<file path="config.mk">
export PLATFORM = sky130hd
export DESIGN_NAME = piece_queue
export DESIGN_NICKNAME = d
export VERILOG_FILES = /design/src/rtl/piece_queue.sv
export SDC_FILE = /design/constraint.sdc
export NUM_CORES = 1
export LEC_CHECK = 0
export ABC_CLOCK_PERIOD_IN_PS = 3300
export BUFFER_PORTS_ARGS = -buffer_cell sky130_fd_sc_hd__buf_2
export CAP_MARGIN = 30
export CELL_PAD_IN_SITES_DETAIL_PLACEMENT = 1
export CELL_PAD_IN_SITES_GLOBAL_PLACEMENT = 2
export CORE_MARGIN = 3
export CORE_UTILIZATION = 33
export CTS_CLUSTER_DIAMETER = 120
export DETAILED_ROUTE_END_ITERATION = 16
export GPL_ROUTABILITY_DRIVEN = 0
export PLACE_DENSITY_LB_ADDON = 0.1
export SETUP_SLACK_MARGIN = 0.1
export SYNTH_ARGS = -nofsm -noshare
export SYNTH_HDL_FRONTEND = slang
export SYNTH_SLANG_ARGS = --single-unit
</file>
<file path="constraint.sdc">
create_clock -name clk -period 3.3 [get_ports clk]
set_input_delay 0 -clock clk [delete_from_list [all_inputs] [get_ports clk]]
set_output_delay 0 -clock clk [all_outputs]
set_load 0.02 [all_outputs]
</file>
<file path="src/rtl/piece_queue.sv">
// Next-piece preview queue: requests pieces from the generator, holds DEPTH of them
// and dequeues on pop. Define PIECE_QUEUE_BAG7_EN to enable the 7-bag duplicate filter.
module piece_queue #(
    parameter int DEPTH = 4
) (
    input  logic                       clk,
    input  logic                       rst,
    input  logic [2:0]                 block_type,
    input  logic                       pop,
    output logic                       gen_enable,
    output logic                       piece_valid,
    output logic [2:0]                 next_piece,
    output logic [3*DEPTH-1:0]         preview,
    output logic [$clog2(DEPTH+1)-1:0] count,
    output logic [15:0]                pieces_dealt
);

    localparam int CW = $clog2(DEPTH+1);
    localparam logic [CW-1:0] DEPTH_C = CW'(DEPTH);
    localparam logic [2:0] EMPTY_SLOT = 3'd7;

    logic [2:0]    slot_q [DEPTH];
    logic [2:0]    slot_d [DEPTH];
    logic [2:0]    shift_src [DEPTH];
    logic [CW-1:0] count_q;
    logic [CW-1:0] count_d;
    logic          valid_q;
    logic          valid_d;
    logic [15:0]   dealt_q;
    logic [15:0]   dealt_d;

    logic          pop_acc;
    logic          push_acc;
    logic          reject;
    logic [CW-1:0] fill_idx;

    // Refill is allowed on a full queue only when the head leaves on the same edge.
    always_comb begin
        pop_acc    = pop && valid_q;
        gen_enable = !rst && ((count_q < DEPTH_C) || pop_acc);
    end

`ifdef PIECE_QUEUE_BAG7_EN
    logic [6:0] mask_q;
    logic [6:0] mask_d;
    logic [7:0] mask_ext;
    logic [7:0] hit_onehot;
    logic [6:0] mask_set;

    always_comb begin
        mask_ext   = {1'b0, mask_q};
        hit_onehot = 8'b1 << block_type;
        mask_set   = mask_q | hit_onehot[6:0];
        reject     = gen_enable && mask_ext[block_type];
        mask_d     = mask_q;
        if (push_acc) begin
            // A completed bag starts a fresh one instead of saturating.
            mask_d = (mask_set == 7'h7F) ? 7'h00 : mask_set;
        end
    end

    always_ff @(posedge clk) begin
        if (rst) begin
            mask_q <= 7'h00;
        end else begin
            mask_q <= mask_d;
        end
    end
`else
    always_comb begin
        reject = 1'b0;
    end
`endif

    always_comb begin
        push_acc = gen_enable && !reject;
        fill_idx = pop_acc ? (count_q - CW'(1)) : count_q;
        count_d  = count_q - CW'(pop_acc) + CW'(push_acc);
        valid_d  = (count_d != '0);
        dealt_d  = dealt_q + 16'(pop_acc);
    end

    // Per-slot next state: shift toward the head on pop, then drop the new piece
    // into the first free slot left after the shift.
    for (genvar gi = 0; gi < DEPTH; gi++) begin : g_slot
        if (gi < DEPTH - 1) begin : g_mid
            assign shift_src[gi] = slot_q[gi+1];
        end else begin : g_tail
            assign shift_src[gi] = EMPTY_SLOT;
        end

        always_comb begin
            slot_d[gi] = pop_acc ? shift_src[gi] : slot_q[gi];
            if (push_acc && (fill_idx == CW'(gi))) begin
                slot_d[gi] = block_type;
            end
        end

        always_ff @(posedge clk) begin
            if (rst) begin
                slot_q[gi] <= EMPTY_SLOT;
            end else begin
                slot_q[gi] <= slot_d[gi];
            end
        end

        assign preview[3*gi +: 3] = slot_q[gi];
    end

    always_ff @(posedge clk) begin
        if (rst) begin
            count_q <= '0;
            valid_q <= 1'b0;
            dealt_q <= 16'h0000;
        end else begin
            count_q <= count_d;
            valid_q <= valid_d;
            dealt_q <= dealt_d;
        end
    end

    assign next_piece   = slot_q[0];
    assign piece_valid  = valid_q;
    assign count        = count_q;
    assign pieces_dealt = dealt_q;

endmodule

</file>
## Word-level counts from Yosys, hierarchy flattened

Memories as Yosys holds them, arrays and structs flattened.
Cells that the tools add are included.

| storage, ports and cells | value |
|---|---|
| register bits | 20 |
| logic and storage cells | 42 |
| memories kept | 1 |
| RAM bits | 12 |

Memory list:

| name | depth | width | rd ports | clocked after Yosys merged registers in | wr ports | line | RTL |
|---|---|---|---|---|---|---|---|
| slot_q | 4 | 3 | 4 | 0 | 4 | 22 | `logic [2:0] slot_q [DEPTH];` |

| operators by class | value |
|---|---|
| bitwise operators | 4 |
| eq/ne operators | 3 |
| $add $sub $neg | 4 |
| order comparisons | 1 |
| mux-type cells | 16 |
| reductions and logical operators | 10 |

Operators by type and width:

| kind | number |
|---|---|
| $mux 3 | 13 |
| $add 16x1->16 | 1 |
| $eq 3x2->1 const B | 2 |
| $logic_and 1x1->1 | 6 |
| $or 1x1->1 | 4 |
| $add 3x1->3 | 1 |
| $eq 3x1->1 const B | 1 |
| $logic_not 3->1 | 1 |
| $lt 3x3->1 const B | 1 |
| $mux 1 | 3 |
| $reduce_bool 3->1 | 1 |
| $sub 3x1->3 | 1 |
| $sub 3x1->3 const B | 1 |
| $logic_not 1->1 | 1 |
| $logic_or 1x1->1 | 1 |

## Longest topological paths before layout

| depth | value |
|---|---|
| word-level depth | 6 |
| gate-level depth with buffers | 9 |

## Least setup slack after synthesis

OpenSTA, ideal clock, no wires.

| path | value |
|---|---|
| path type | register to register |
| start | register valid_q, in the netlist piece_valid |
| end | register valid_q, in the netlist piece_valid |
| arrival time | 2.086 ns |
| slack | 1.082 ns |
| period minus slack after synthesis | 2.218 ns |
| required time | 3.168 ns |
| path buffers | 1 |
| stages on the path, launching flop included | 8 |
| cell sequence | dfxtp_1 > nand2_2 > clkbuf_1 > a21oi_1 > ha_1 > fa_1 > nor2_1 > a21oi_1 |

| between the ends | value |
|---|---|
| word-level cells in the longest chain between the ends | 5 |
| elaborated cells between the ends (all ways) | 6 |
| those cells by class | add/sub: 2; reduce/logical: 4 |

RTL lines:

| element | line | RTL |
|---|---|---|
| from (decl) | 27 | `logic valid_q;` |
| from (signal assigned) | 117 | `valid_q <= valid_d;` |
| $logic_and 1x1->1 | 39 | `pop_acc = pop && valid_q;` |
| $logic_or 1x1->1 | 40 | `gen_enable = !rst && ((count_q < DEPTH_C) \|\| pop_acc);` |
| $logic_and 1x1->1 | 40 |  |
| via gen_enable | 10 | `output logic gen_enable,` |
| $add 3x1->3 | 78 | `count_d = count_q - CW'(pop_acc) + CW'(push_acc);` |
| via count_d[1] | 26 | `logic [CW-1:0] count_d;` |
| $reduce_bool 3->1 | 79 | `valid_d = (count_d != '0);` |

The timed path passes the listed nets, and every way through them passes these cells.
A chain may end at the register's enable or synchronous reset.

## Final worst setup path

| path | value |
|---|---|
| start | register valid_q, in the netlist piece_valid |
| end | register valid_q, in the netlist piece_valid |

| between the ends | value |
|---|---|
| word-level cells in the longest chain between the ends | 5 |
| elaborated cells between the ends (all ways) | 6 |
| those cells by class | add/sub: 2; reduce/logical: 4 |

RTL lines:

| element | line |
|---|---|
| $logic_and 1x1->1 * | 39 |
| branches (longest 2 deep; another with $sub 3x1->3) | -- |
| $add 3x1->3 * | 78 |
| $reduce_bool 3->1 * | 79 |

Mark *: on every way between the ends.

==> reports/metrics.cfg <==
[outcome]
status = finished, final reports clean

[floorplanning]
fp.dieH_um = 74.2
design.core.area_um2 = 4410
rows = 24
start_util_pct = 34.8
io_pins = 42
die_area_um2 = 5500
die_w_um = 74.2

[timing]
setup_viol = 0
finalHoldViolCount = 0
fin_crit_ns = 2.16
rsz0062_at_grt = false
fmax_ghz = 0.464
tns_ns = 0
worst_slew_pin_slew_ns = 0.385
timing.final.crit_share_pct = 65.3
hold_slack_ns = 0.0220
relSlewSlack_pct = 74.3
slew_viol_final = 0
fin_worst_skew_ns = 0.00275

[synth]
synth_area_leader_cell = dfxtp_1
synth_fp_nets = 175
netlist_area_um2 = 1530
yosys_register_bits = 32
synth_top_area_share_pct = 41.8
synth_commonest_cells = dfxtp_1, nor2_1, mux2i_1
yosysUniqueCellTypes = 29
synth-edff-count = 0
syn_area_per_cell_um2 = 9.35
synthArstFlopShare_pct = 0
synth_flop_cell = dfxtp_1
syn_inst = 164
synthMostInstantiatedCell = dfxtp_1
yosysSeqAreaShare_pct = 41.8
synthTopCellsByArea = dfxtp_1, mux2i_1, nor2_1
synth_warnings = 0

[global_route]
grt_util_met2_pct = 25.2
met1_usage_pct = 18.7
grt_max_degree = 39
antenna_found_initial = 0
grt_pass1_wl_mm = 6.43
busiest_layer = met2
grt_util_all_layers_pct = 15.3
grtUsageMet3_pct = 3.51
grt_pass1_vias = 1296
overflow = 0

[critical_path]
path_delay_family = adder cells
worstPathCellList = nand2_2 > inv_2 > nand2_1 > nand2_1 > ha_1 > fa_1 > xnor2_1 > xnor2_1 > a21oi_1
path_class = reg2reg
arrival_ns = 2.30
cp_num_buf_inv = 1
crit_path_top_delay_cell = dfxtp_1
critical-path-max-stage-delay_ns = 0.40
startpoint_type = flop
end_kind = flop
required_ns = 3.44
cp_max_fo = 12

[drt]
routed_wl_mm = 3.94
vias = 1327
remaining_drc_errors = 0
postRouteAntennaNets = 0
dr.first_iter.drc_count = 48
routedWlPerCell_um = 15.3
viasPerCell = 5.16
dr.pass1.iters = 4

[clock_tree]
numCtsBuffers = 5
cts_tree = yes
cts_max_level = 2
insertion_delay_ns = 0.28
clock-sinks = 32
cts-root-buf = clkbuf_8
clkTransAtPathRegs_ns = 0.07
clock_path_buffers = 2
postCtsSetupRepairBufs = 0
cts_resized = 0
cts.hold.buffers_added = 0

[worst_hold_path]
hp-class = in2reg

[pwr]
cellPowerDensity_nw_per_um2 = 770
p_clk_share_pct = 22.4
switching_power_w = 0.000570
seqPwrFrac_pct = 37.8
ir_drop_v = 0.000241
swShare_pct = 39.8
p_int_w = 0.000862
p_total_w = 0.00143
p_leak_nw = 0.821
p_comb_share_pct = 39.7

[place]
dpl.hpwl_mm = 2.92
io_buffers = 41
dp.cells = 249

[layout]
final_cells = 257
drive_gt1_share_pct = 26.3
nets = 215
syn2layout_area_growth_pct = 21.3
utilization_pct = 42.1
antenna_cells = 0

[run]
cap_violations = 0

==> layout by cell type, fill, tap and decap left out <==
master and count:
inv_2 1, inv_1 3, buf_2 41, dfxtp_1 32, nand2_1 9, fa_1 1, nor4_1 2, a32o_1 1
a21oi_1 3, ha_1 4, nor2_1 19, a211oi_1 9, o21ai_0 3, nor3_1 5, mux2i_1 12, nor2b_1 4
and2_1 1, nor4bb_1 1, clkbuf_1 1, nand4_1 5, and4_1 4, nand3_1 4, nand2_2 1, and3_1 11
clkbuf_8 6, or3_1 1, xnor2_1 7, a32oi_2 3, clkinvlp_4 1, xor2_1 7, nand2b_1 2, buf_4 1
==> kinds of logic (layout without fill, tap and decap cells) <==
logic type,Yosys count,count (layout),synth area share [%]
compound gates,19,19,10.2
xor+xnor,14,14,7.99
fa+ha+maj,5,5,4.57
buf+inv,13,54,3.91
flops,32,32,41.8
mux,12,12,7.83
simple gates,69,69,23.7
==> state kept, by name, indices dropped and copies added, names as in the netlist <==
signal,count
pieces_dealt,16
slot_q,12
count,3
piece_valid,1
==> path summary, 6_finish.rpt <==
path                               startpoint                     endpoint  slack, ns  depth (start not counted)
hold / removal                  block_type[2]    slot_q[0][2]$_SDFFE_PP1P_       0.02                          3
setup reg to reg       piece_valid$_SDFF_PP0_       piece_valid$_SDFF_PP0_       1.14                          9
setup / recovery       piece_valid$_SDFF_PP0_       piece_valid$_SDFF_PP0_       1.14                          9
hold reg to reg   pieces_dealt[15]$_SDFF_PP0_  pieces_dealt[15]$_SDFF_PP0_       0.50                          2
==> stage by stage <==
stage	instance area [um^2]	setup slack (ns)
after CTS	1860	1.12
after global routing	1860	0.900
after floorplan	1530	1.08
final	1860	1.14
after global placement	1770	1.21
after detailed placement	1770	1.13
==> tightest hold or removal path, stage by stage <==
cell and delay, ns:
buf_2 0.08, nor2_1 0.07, mux2i_1 0.12
==> routing by layer <==
| layer | wire length, um | part of all wire, % | vias to the layer above |
|---|---|---|---|
| met4 | 88 | 2.2 | 0 |
| met5 | 0 | 0 | - |
| met1 | 1790 | 45 | 632 |
| li1 | - | - | 658 |
| met2 | 1910 | 49 | 30 |
| met3 | 152 | 3.9 | 7 |
==> power by group through the flow <==
stage               clock [W]  sequential [W]  combinational [W]
floorplan                   0        0.000628           0.000344
global placement            0        0.000546           0.000565
detailed placement          0        0.000552           0.000578
CTS                  0.000336        0.000544           0.000578
global route         0.000349        0.000558           0.000627
finish               0.000321        0.000542           0.000569
==> cell type report <==
class,instances,area (um^2)
clock buffer,7,86.3
multi-input combinational,119,833
tap,52,65.1
timing repair buffer,42,213
sequential,32,641
fill,535,2550
inverter,4,15.0
clock inverter,1,7.51
Note: power is estimated with default switching activity, not from simulation.
